File: config.mk
export PLATFORM = sky130hd
export DESIGN_NAME = pipe_hazard_ctrl_flat
export DESIGN_NICKNAME = d
export VERILOG_FILES = /design/src/rtl/pipe_ctrl_pkg.sv /design/src/rtl/pipe_hazard_ctrl_if.sv /design/src/rtl/sat_counter.sv /design/src/rtl/pipe_hazard_ctrl.sv /design/src/flat_wrapper.sv
export SDC_FILE = /design/constraint.sdc
export NUM_CORES = 1
export LEC_CHECK = 0
export ABC_AREA = 1
export BUFFER_PORTS_ARGS = -buffer_cell sky130_fd_sc_hd__buf_4
export CAP_MARGIN = 20
export CORE_MARGIN = 4
export CORE_UTILIZATION = 45
export DETAILED_ROUTE_END_ITERATION = 16
export HOLD_SLACK_MARGIN = 0.05
export PLACE_DENSITY = 0.69
export SYNTH_ARGS = -nofsm -noshare
export SYNTH_HDL_FRONTEND = slang
export SYNTH_SLANG_ARGS = --single-unit
File: constraint.sdc
create_clock -name clk -period 2.35 [get_ports clk]
set_input_delay 0.3525 -clock clk [delete_from_list [all_inputs] [get_ports clk]]
set_output_delay 0.3525 -clock clk [all_outputs]
set_load 0.01 [all_outputs]
File: src/rtl/pipe_ctrl_pkg.sv
// rtl/pipe_ctrl_pkg.sv - shared types and helpers for the pipeline hazard controller
package pipe_ctrl_pkg;

  typedef enum logic [1:0] {
    RUN      = 2'd0,
    MEM_WAIT = 2'd1,
    DISCARD  = 2'd2
  } ctrl_state_t;

  typedef enum logic [1:0] {
    FWD_NONE = 2'b00,
    FWD_W    = 2'b01,
    FWD_M    = 2'b10
  } fwd_sel_t;

  localparam logic [31:0] NOP_INSTR = 32'h00000013;

  // A producer "matches" a source only if it writes a non-x0 register equal to it.
  function automatic logic reg_match(input logic we, input logic [4:0] rd, input logic [4:0] rs);
    return we && (rd != 5'd0) && (rd == rs);
  endfunction

endpackage

File: src/rtl/pipe_hazard_ctrl_if.sv
// rtl/pipe_hazard_ctrl_if.sv - pipeline status inputs and stage control outputs of the hazard controller
interface pipe_hazard_ctrl_if #(
  parameter int CNT_W = 32
);
  logic [4:0]       rs1_d, rs2_d, rs1_e, rs2_e;
  logic [4:0]       rd_e, rd_m, rd_w;
  logic             regwrite_e, regwrite_m, regwrite_w;
  logic             memread_e, pcsrc_e, imem_ready_f;
  logic             dmem_req_m, dmem_ready_m;
  logic             en_pc;
  logic             en_fd, clr_fd, en_de, clr_de;
  logic             en_em, clr_em, en_mw, clr_mw;
  logic [1:0]       fwd_a_e, fwd_b_e;
  logic [CNT_W-1:0] stall_cnt, flush_cnt;

  modport master (
    output rs1_d, rs2_d, rs1_e, rs2_e, rd_e, rd_m, rd_w,
    output regwrite_e, regwrite_m, regwrite_w,
    output memread_e, pcsrc_e, imem_ready_f, dmem_req_m, dmem_ready_m,
    input  en_pc, en_fd, clr_fd, en_de, clr_de, en_em, clr_em, en_mw, clr_mw,
    input  fwd_a_e, fwd_b_e, stall_cnt, flush_cnt
  );

  modport slave (
    input  rs1_d, rs2_d, rs1_e, rs2_e, rd_e, rd_m, rd_w,
    input  regwrite_e, regwrite_m, regwrite_w,
    input  memread_e, pcsrc_e, imem_ready_f, dmem_req_m, dmem_ready_m,
    output en_pc, en_fd, clr_fd, en_de, clr_de, en_em, clr_em, en_mw, clr_mw,
    output fwd_a_e, fwd_b_e, stall_cnt, flush_cnt
  );
endinterface

File: src/rtl/sat_counter.sv
// rtl/sat_counter.sv - event counter that sticks at all-ones instead of wrapping
module sat_counter #(
  parameter int W = 32
) (
  input  logic         clk,
  input  logic         rst_n,
  input  logic         inc,
  output logic [W-1:0] count
);

  logic [W-1:0] r_count;

  always_ff @(posedge clk or negedge rst_n) begin
    if (!rst_n) begin
      r_count <= '0;
    end else if (inc && (r_count != {W{1'b1}})) begin
      r_count <= r_count + 1'b1;
    end
  end

  assign count = r_count;

endmodule

File: src/rtl/pipe_hazard_ctrl.sv
// rtl/pipe_hazard_ctrl.sv - 5-stage pipeline register sequencing: stalls, flushes, memory waits, forwarding
module pipe_hazard_ctrl
  import pipe_ctrl_pkg::*;
#(
  parameter int CNT_W  = 32,
  parameter bit FWD_EN = 1'b1
) (
  input  logic            clk,
  input  logic            rst_n,
  pipe_hazard_ctrl_if.slave bus
);

  ctrl_state_t r_st, w_st_nxt;
  fwd_sel_t    w_fwd_a, w_fwd_b;
  logic        w_lu_haz, w_raw_d, w_dmem_wait, w_flush_inc;
  logic        w_en_pc, w_en_fd, w_clr_fd, w_en_de, w_clr_de;
  logic        w_en_em, w_en_mw;

  always_comb begin
    w_fwd_a = FWD_NONE;
    w_fwd_b = FWD_NONE;
    if (FWD_EN) begin
      if (reg_match(bus.regwrite_m, bus.rd_m, bus.rs1_e))      w_fwd_a = FWD_M;
      else if (reg_match(bus.regwrite_w, bus.rd_w, bus.rs1_e)) w_fwd_a = FWD_W;
      if (reg_match(bus.regwrite_m, bus.rd_m, bus.rs2_e))      w_fwd_b = FWD_M;
      else if (reg_match(bus.regwrite_w, bus.rd_w, bus.rs2_e)) w_fwd_b = FWD_W;
    end
  end

  // Without forwarding, any in-flight producer of a D-stage source must drain first.
  assign w_raw_d = reg_match(bus.regwrite_e, bus.rd_e, bus.rs1_d) ||
                   reg_match(bus.regwrite_e, bus.rd_e, bus.rs2_d) ||
                   reg_match(bus.regwrite_m, bus.rd_m, bus.rs1_d) ||
                   reg_match(bus.regwrite_m, bus.rd_m, bus.rs2_d) ||
                   reg_match(bus.regwrite_w, bus.rd_w, bus.rs1_d) ||
                   reg_match(bus.regwrite_w, bus.rd_w, bus.rs2_d);

  assign w_lu_haz = (bus.memread_e && (bus.rd_e != 5'd0) &&
                     ((bus.rd_e == bus.rs1_d) || (bus.rd_e == bus.rs2_d))) ||
                    (!FWD_EN && w_raw_d);

  assign w_dmem_wait = bus.dmem_req_m && !bus.dmem_ready_m;

  always_ff @(posedge clk or negedge rst_n) begin
    if (!rst_n) r_st <= RUN;
    else        r_st <= w_st_nxt;
  end

  always_comb begin
    w_st_nxt    = r_st;
    w_en_pc     = 1'b1;
    w_en_fd     = 1'b1;
    w_clr_fd    = 1'b0;
    w_en_de     = 1'b1;
    w_clr_de    = 1'b0;
    w_en_em     = 1'b1;
    w_en_mw     = 1'b1;
    w_flush_inc = 1'b0;
    case (r_st)
      DISCARD: begin
        w_en_pc  = 1'b0;
        w_clr_fd = 1'b1;
        if (w_dmem_wait) begin
          w_en_de = 1'b0;
          w_en_em = 1'b0;
          w_en_mw = 1'b0;
        end
        if (bus.imem_ready_f) w_st_nxt = RUN;
      end
      default: begin
        // RUN and MEM_WAIT share rules: MEM_WAIT releases into RUN behaviour the cycle dmem is ready.
        if (w_dmem_wait) begin
          w_en_pc  = 1'b0;
          w_en_fd  = 1'b0;
          w_en_de  = 1'b0;
          w_en_em  = 1'b0;
          w_en_mw  = 1'b0;
          w_st_nxt = MEM_WAIT;
        end else begin
          w_st_nxt = RUN;
          if (bus.pcsrc_e) begin
            w_clr_fd    = 1'b1;
            w_clr_de    = 1'b1;
            w_flush_inc = 1'b1;
            if (!bus.imem_ready_f) w_st_nxt = DISCARD;
          end else if (w_lu_haz) begin
            w_en_pc  = 1'b0;
            w_en_fd  = 1'b0;
            w_clr_de = 1'b1;
          end else if (!bus.imem_ready_f) begin
            w_en_pc  = 1'b0;
            w_clr_fd = 1'b1;
          end
        end
      end
    endcase
  end

  assign bus.en_pc   = rst_n & w_en_pc;
  assign bus.en_fd   = rst_n & w_en_fd;
  assign bus.clr_fd  = rst_n & w_clr_fd;
  assign bus.en_de   = rst_n & w_en_de;
  assign bus.clr_de  = rst_n & w_clr_de;
  assign bus.en_em   = rst_n & w_en_em;
  assign bus.clr_em  = 1'b0;
  assign bus.en_mw   = rst_n & w_en_mw;
  assign bus.clr_mw  = 1'b0;
  assign bus.fwd_a_e = rst_n ? w_fwd_a : FWD_NONE;
  assign bus.fwd_b_e = rst_n ? w_fwd_b : FWD_NONE;

  // A full freeze always holds F/D, so en_fd=0 covers both stall kinds.
  sat_counter #(.W(CNT_W)) u_stall_cnt (
    .clk   (clk),
    .rst_n (rst_n),
    .inc   (!w_en_fd),
    .count (bus.stall_cnt)
  );

  sat_counter #(.W(CNT_W)) u_flush_cnt (
    .clk   (clk),
    .rst_n (rst_n),
    .inc   (w_flush_inc),
    .count (bus.flush_cnt)
  );

endmodule

File: src/flat_wrapper.sv
// flat-port wrapper written by rule: the top's interface ports become plain ports
module pipe_hazard_ctrl_flat import pipe_ctrl_pkg::*;
#(
  parameter int CNT_W  = 32,
  parameter bit FWD_EN = 1'b1
)
  (clk, rst_n, bus_rs1_d, bus_rs2_d, bus_rs1_e, bus_rs2_e, bus_rd_e, bus_rd_m, bus_rd_w, bus_regwrite_e, bus_regwrite_m, bus_regwrite_w, bus_memread_e, bus_pcsrc_e, bus_imem_ready_f, bus_dmem_req_m, bus_dmem_ready_m, bus_en_pc, bus_en_fd, bus_clr_fd, bus_en_de, bus_clr_de, bus_en_em, bus_clr_em, bus_en_mw, bus_clr_mw, bus_fwd_a_e, bus_fwd_b_e, bus_stall_cnt, bus_flush_cnt);
  pipe_hazard_ctrl_if #(.CNT_W(CNT_W)) bus_i ();
  input  logic clk;
  input  logic rst_n;
  input wire logic [$bits(bus_i.rs1_d)-1:0] bus_rs1_d;
  input wire logic [$bits(bus_i.rs2_d)-1:0] bus_rs2_d;
  input wire logic [$bits(bus_i.rs1_e)-1:0] bus_rs1_e;
  input wire logic [$bits(bus_i.rs2_e)-1:0] bus_rs2_e;
  input wire logic [$bits(bus_i.rd_e)-1:0] bus_rd_e;
  input wire logic [$bits(bus_i.rd_m)-1:0] bus_rd_m;
  input wire logic [$bits(bus_i.rd_w)-1:0] bus_rd_w;
  input wire logic [$bits(bus_i.regwrite_e)-1:0] bus_regwrite_e;
  input wire logic [$bits(bus_i.regwrite_m)-1:0] bus_regwrite_m;
  input wire logic [$bits(bus_i.regwrite_w)-1:0] bus_regwrite_w;
  input wire logic [$bits(bus_i.memread_e)-1:0] bus_memread_e;
  input wire logic [$bits(bus_i.pcsrc_e)-1:0] bus_pcsrc_e;
  input wire logic [$bits(bus_i.imem_ready_f)-1:0] bus_imem_ready_f;
  input wire logic [$bits(bus_i.dmem_req_m)-1:0] bus_dmem_req_m;
  input wire logic [$bits(bus_i.dmem_ready_m)-1:0] bus_dmem_ready_m;
  output wire logic [$bits(bus_i.en_pc)-1:0] bus_en_pc;
  output wire logic [$bits(bus_i.en_fd)-1:0] bus_en_fd;
  output wire logic [$bits(bus_i.clr_fd)-1:0] bus_clr_fd;
  output wire logic [$bits(bus_i.en_de)-1:0] bus_en_de;
  output wire logic [$bits(bus_i.clr_de)-1:0] bus_clr_de;
  output wire logic [$bits(bus_i.en_em)-1:0] bus_en_em;
  output wire logic [$bits(bus_i.clr_em)-1:0] bus_clr_em;
  output wire logic [$bits(bus_i.en_mw)-1:0] bus_en_mw;
  output wire logic [$bits(bus_i.clr_mw)-1:0] bus_clr_mw;
  output wire logic [$bits(bus_i.fwd_a_e)-1:0] bus_fwd_a_e;
  output wire logic [$bits(bus_i.fwd_b_e)-1:0] bus_fwd_b_e;
  output wire logic [$bits(bus_i.stall_cnt)-1:0] bus_stall_cnt;
  output wire logic [$bits(bus_i.flush_cnt)-1:0] bus_flush_cnt;
  assign bus_i.rs1_d = bus_rs1_d;
  assign bus_i.rs2_d = bus_rs2_d;
  assign bus_i.rs1_e = bus_rs1_e;
  assign bus_i.rs2_e = bus_rs2_e;
  assign bus_i.rd_e = bus_rd_e;
  assign bus_i.rd_m = bus_rd_m;
  assign bus_i.rd_w = bus_rd_w;
  assign bus_i.regwrite_e = bus_regwrite_e;
  assign bus_i.regwrite_m = bus_regwrite_m;
  assign bus_i.regwrite_w = bus_regwrite_w;
  assign bus_i.memread_e = bus_memread_e;
  assign bus_i.pcsrc_e = bus_pcsrc_e;
  assign bus_i.imem_ready_f = bus_imem_ready_f;
  assign bus_i.dmem_req_m = bus_dmem_req_m;
  assign bus_i.dmem_ready_m = bus_dmem_ready_m;
  assign bus_en_pc = bus_i.en_pc;
  assign bus_en_fd = bus_i.en_fd;
  assign bus_clr_fd = bus_i.clr_fd;
  assign bus_en_de = bus_i.en_de;
  assign bus_clr_de = bus_i.clr_de;
  assign bus_en_em = bus_i.en_em;
  assign bus_clr_em = bus_i.clr_em;
  assign bus_en_mw = bus_i.en_mw;
  assign bus_clr_mw = bus_i.clr_mw;
  assign bus_fwd_a_e = bus_i.fwd_a_e;
  assign bus_fwd_b_e = bus_i.fwd_b_e;
  assign bus_stall_cnt = bus_i.stall_cnt;
  assign bus_flush_cnt = bus_i.flush_cnt;
  pipe_hazard_ctrl #(.CNT_W(CNT_W), .FWD_EN(FWD_EN)) u_core (.clk(clk), .rst_n(rst_n), .bus(bus_i));
endmodule
==> results.toml <==
[outcome]
status = "completed"

[place]
io_buffers = 118
globalplace.congestion = 0.975
dp.cells = 994
dp_hpwl_mm = 10.9

[synth]
syn_avg_cell_area_um2 = 6.56
yosys.area_share.simple = 0.457
synth_flop_cell = "dfrtp_1"
synth_compound_area_frac = 0.0337
synth.top_cell.area_share = 0.335
synth-xor-area-share = 0.0923
synth_area_leaders = "dfrtp_1 (33%), nand2_1 (23%), nor2_1 (7.0%)"
ys.warnings.count = 0
synthMuxAreaShare = 0
synth.most_common_cell = "nand2_1"
synthArstFlopShare = 1.00
synth_cells = 752
synth.distinct_cells = 38
netlist_area_um2 = 4940
synth_common_cells = "nand2_1 (297), nor2_1 (92), dfrtp_1 (66)"
yosysSeqAreaShare = 0.335
synthAdderAreaFrac = 0.00507
ys_ff_latch = 66
synth_edf_count = 0
synth_top_family_by_area = "simple AND/OR/NAND/NOR gates"
synth.largest_area_cell = "dfrtp_1"

[clocking]
ctsHoldBuffers = 1
cts.sinks = 66
clockRootBuffer = "clkbuf_8"
post_cts.repair.setup_buffers = 0
post_cts_resized = 0
cts_tree = "yes"
clock_latency_ns = 0.36
cts_buffers = 9
max-clock-path-buffers = 2
clkTransAtPathRegs_ns = 0.07
htreeDepth = 3

[detailed_routing]
wl_per_cell_um = 14.1
num_vias = 5190
drt_iter0_drc = 253
drc = 0
via_per_inst = 5.13
ant_nets = 0
drt_pass1_iterations = 4
wl_mm = 14.3

[timing]
skew_ns = 0.00599
max_freq_mhz = 456
finalSetupTns_ns = 0
maxSlewHeadroom = 0.635
setup_viol = 0
drv_slew = 0
worst_slew_pin_slew_ns = 0.548
hold_violations = 0
rsz0062_at_grt = "no"
hold_ws_ns = 0.158
fin_crit_sh = 0.933
min_period_ns = 2.19

[setup_path]
end_kind = "output pin"
r2r-start = "u_core.u_flush_cnt.count[0]"
path_max_fanout = 6
arrival_ns = 1.84
crit_type = "in2out"
startpoint_type = "input pin"
crit_path_start = "rst_n"
required_ns = 2.00

[die]
dieHeight_um = 113
die_w_um = 113
die-area_um2 = 12700
pin_count = 122
start_util = 0.470
rows = 37
core_um2 = 10500

[cells_and_area]
areaGrowthSynthToFinish_pct = 24.7
fill_cells = 1013
fin_cells = 1011
antenna_cells = 0
final_nets = 917
drive_above_1_share = 0.192

[power]
p_per_area_nw_per_um2 = 510
vdd_drop_max_mv = 0.368
p_leak_nw = 3.16

[hold_path]
hold_class = "in2reg"
min-delay-start = "bus_imem_ready_f"

[global_routing]
grt_pass1_vias = 5018
antenna_found_initial = 0
grt-ovfl-total = 0
grt_usage = 0.223
grt_pass1_wl_mm = 23.6
grt_max_degree = 44

[flow_run]
maxCapViolations = 0
logic make-up (layout without fill, tap and decap cells):
| kind of cell | count (synthesis) | after routing |
|---|---|---|
| and+or+nand+nor | 514 | 514 |
| DFF | 66 | 66 |
| xor gates and xnor gates | 52 | 52 |
| adders and majority gates | 2 | 2 |
| other | 1 | 2 |
| buffers and inverters | 87 | 209 |
| AOI/OAI and AO/OA | 30 | 30 |
per-stage QoR:
stage / util / power, mW / cell area [um^2] / worst slack [ns]
floorplan: - / 1.79 / 4940 / 0.560
CTS: 0.586 / 3.15 / 6160 / 0.128
global route: 0.586 / 3.31 / 6160 / 0.0372
finish: 0.586 / 3.14 / 6160 / 0.158
detailed placement: 0.566 / 2.16 / 5950 / 0.327
global placement: 0.566 / 2.15 / 5950 / 0.386
per-layer routing:
layer / wire (um) / up-vias / GRT usage
li1: - / 2619 / -
met1: 6090 / 2403 / 0.269
met2: 7140 / 147 / 0.397
met3: 740 / 21 / 0.0428
met4: 278 / 0 / 0.0745
met5: 0 / - / 0
final timing paths:
check,to,slack [ns],cells after the start
worst max register to register,u_core.u_flush_cnt.count[6],0.29,10
worst max-delay path,bus_clr_de,0.16,7
max in group asynchronous,u_core.u_flush_cnt.count[26],1.32,3
worst min-delay path,u_core.r_st[1],0.16,2
min in group asynchronous,u_core.u_stall_cnt.count[28],0.55,3
worst min register to register,u_core.u_flush_cnt.count[0],0.53,1
power by group:
group | switching (mW) | internal, mW
clock | 0.450 | 0.548
sequential | 0.157 | 1.24
combinational | 0.408 | 0.339
total | 1.01 | 2.12
layout by cell type, fill, tap and decap left out, types with 2 or more instances in the layout:
cell type / instances
nand2_1: 297
nor3_1: 17
clkbuf_1: 3
clkbuf_8: 11
a211oi_1: 2
buf_4: 127
nor2_4: 2
a21oi_1: 5
xnor2_1: 25
conb_1: 2
xor2_1: 27
nand2_2: 11
ha_1: 2
inv_2: 3
nor2_1: 92
nor2_2: 3
dfrtp_1: 66
nand3_1: 26
nand3b_1: 15
nand4_1: 42
o21ai_0: 12
inv_1: 60
or2_2: 3
o21ai_1: 6
sequential cells by signal, indices dropped and copies added, names as in the netlist:
register and count:
u_core.r_st 2, u_core.u_flush_cnt.count 32, u_core.u_stall_cnt.count 32
critical path: stages:
cell and delay (ns):
dlygate4sd3_1 0.53, buf_4 0.13, inv_1 0.10, nor2_1 0.26, o21ai_0 0.16, a21oi_1 0.16, buf_4 0.15
layout make-up:
type                    instances  area, um^2  share of cell area
well taps                     136         170              0.0276
multi-input cells             600        2910               0.473
clock buffers                  14         163              0.0264
inverters                      64         240              0.0390
flip-flops and latches         66        1650               0.268
repair buffers                129         983               0.160
clock inverters                 2        35.0             0.00569
(Power assumes the default switching activity.)
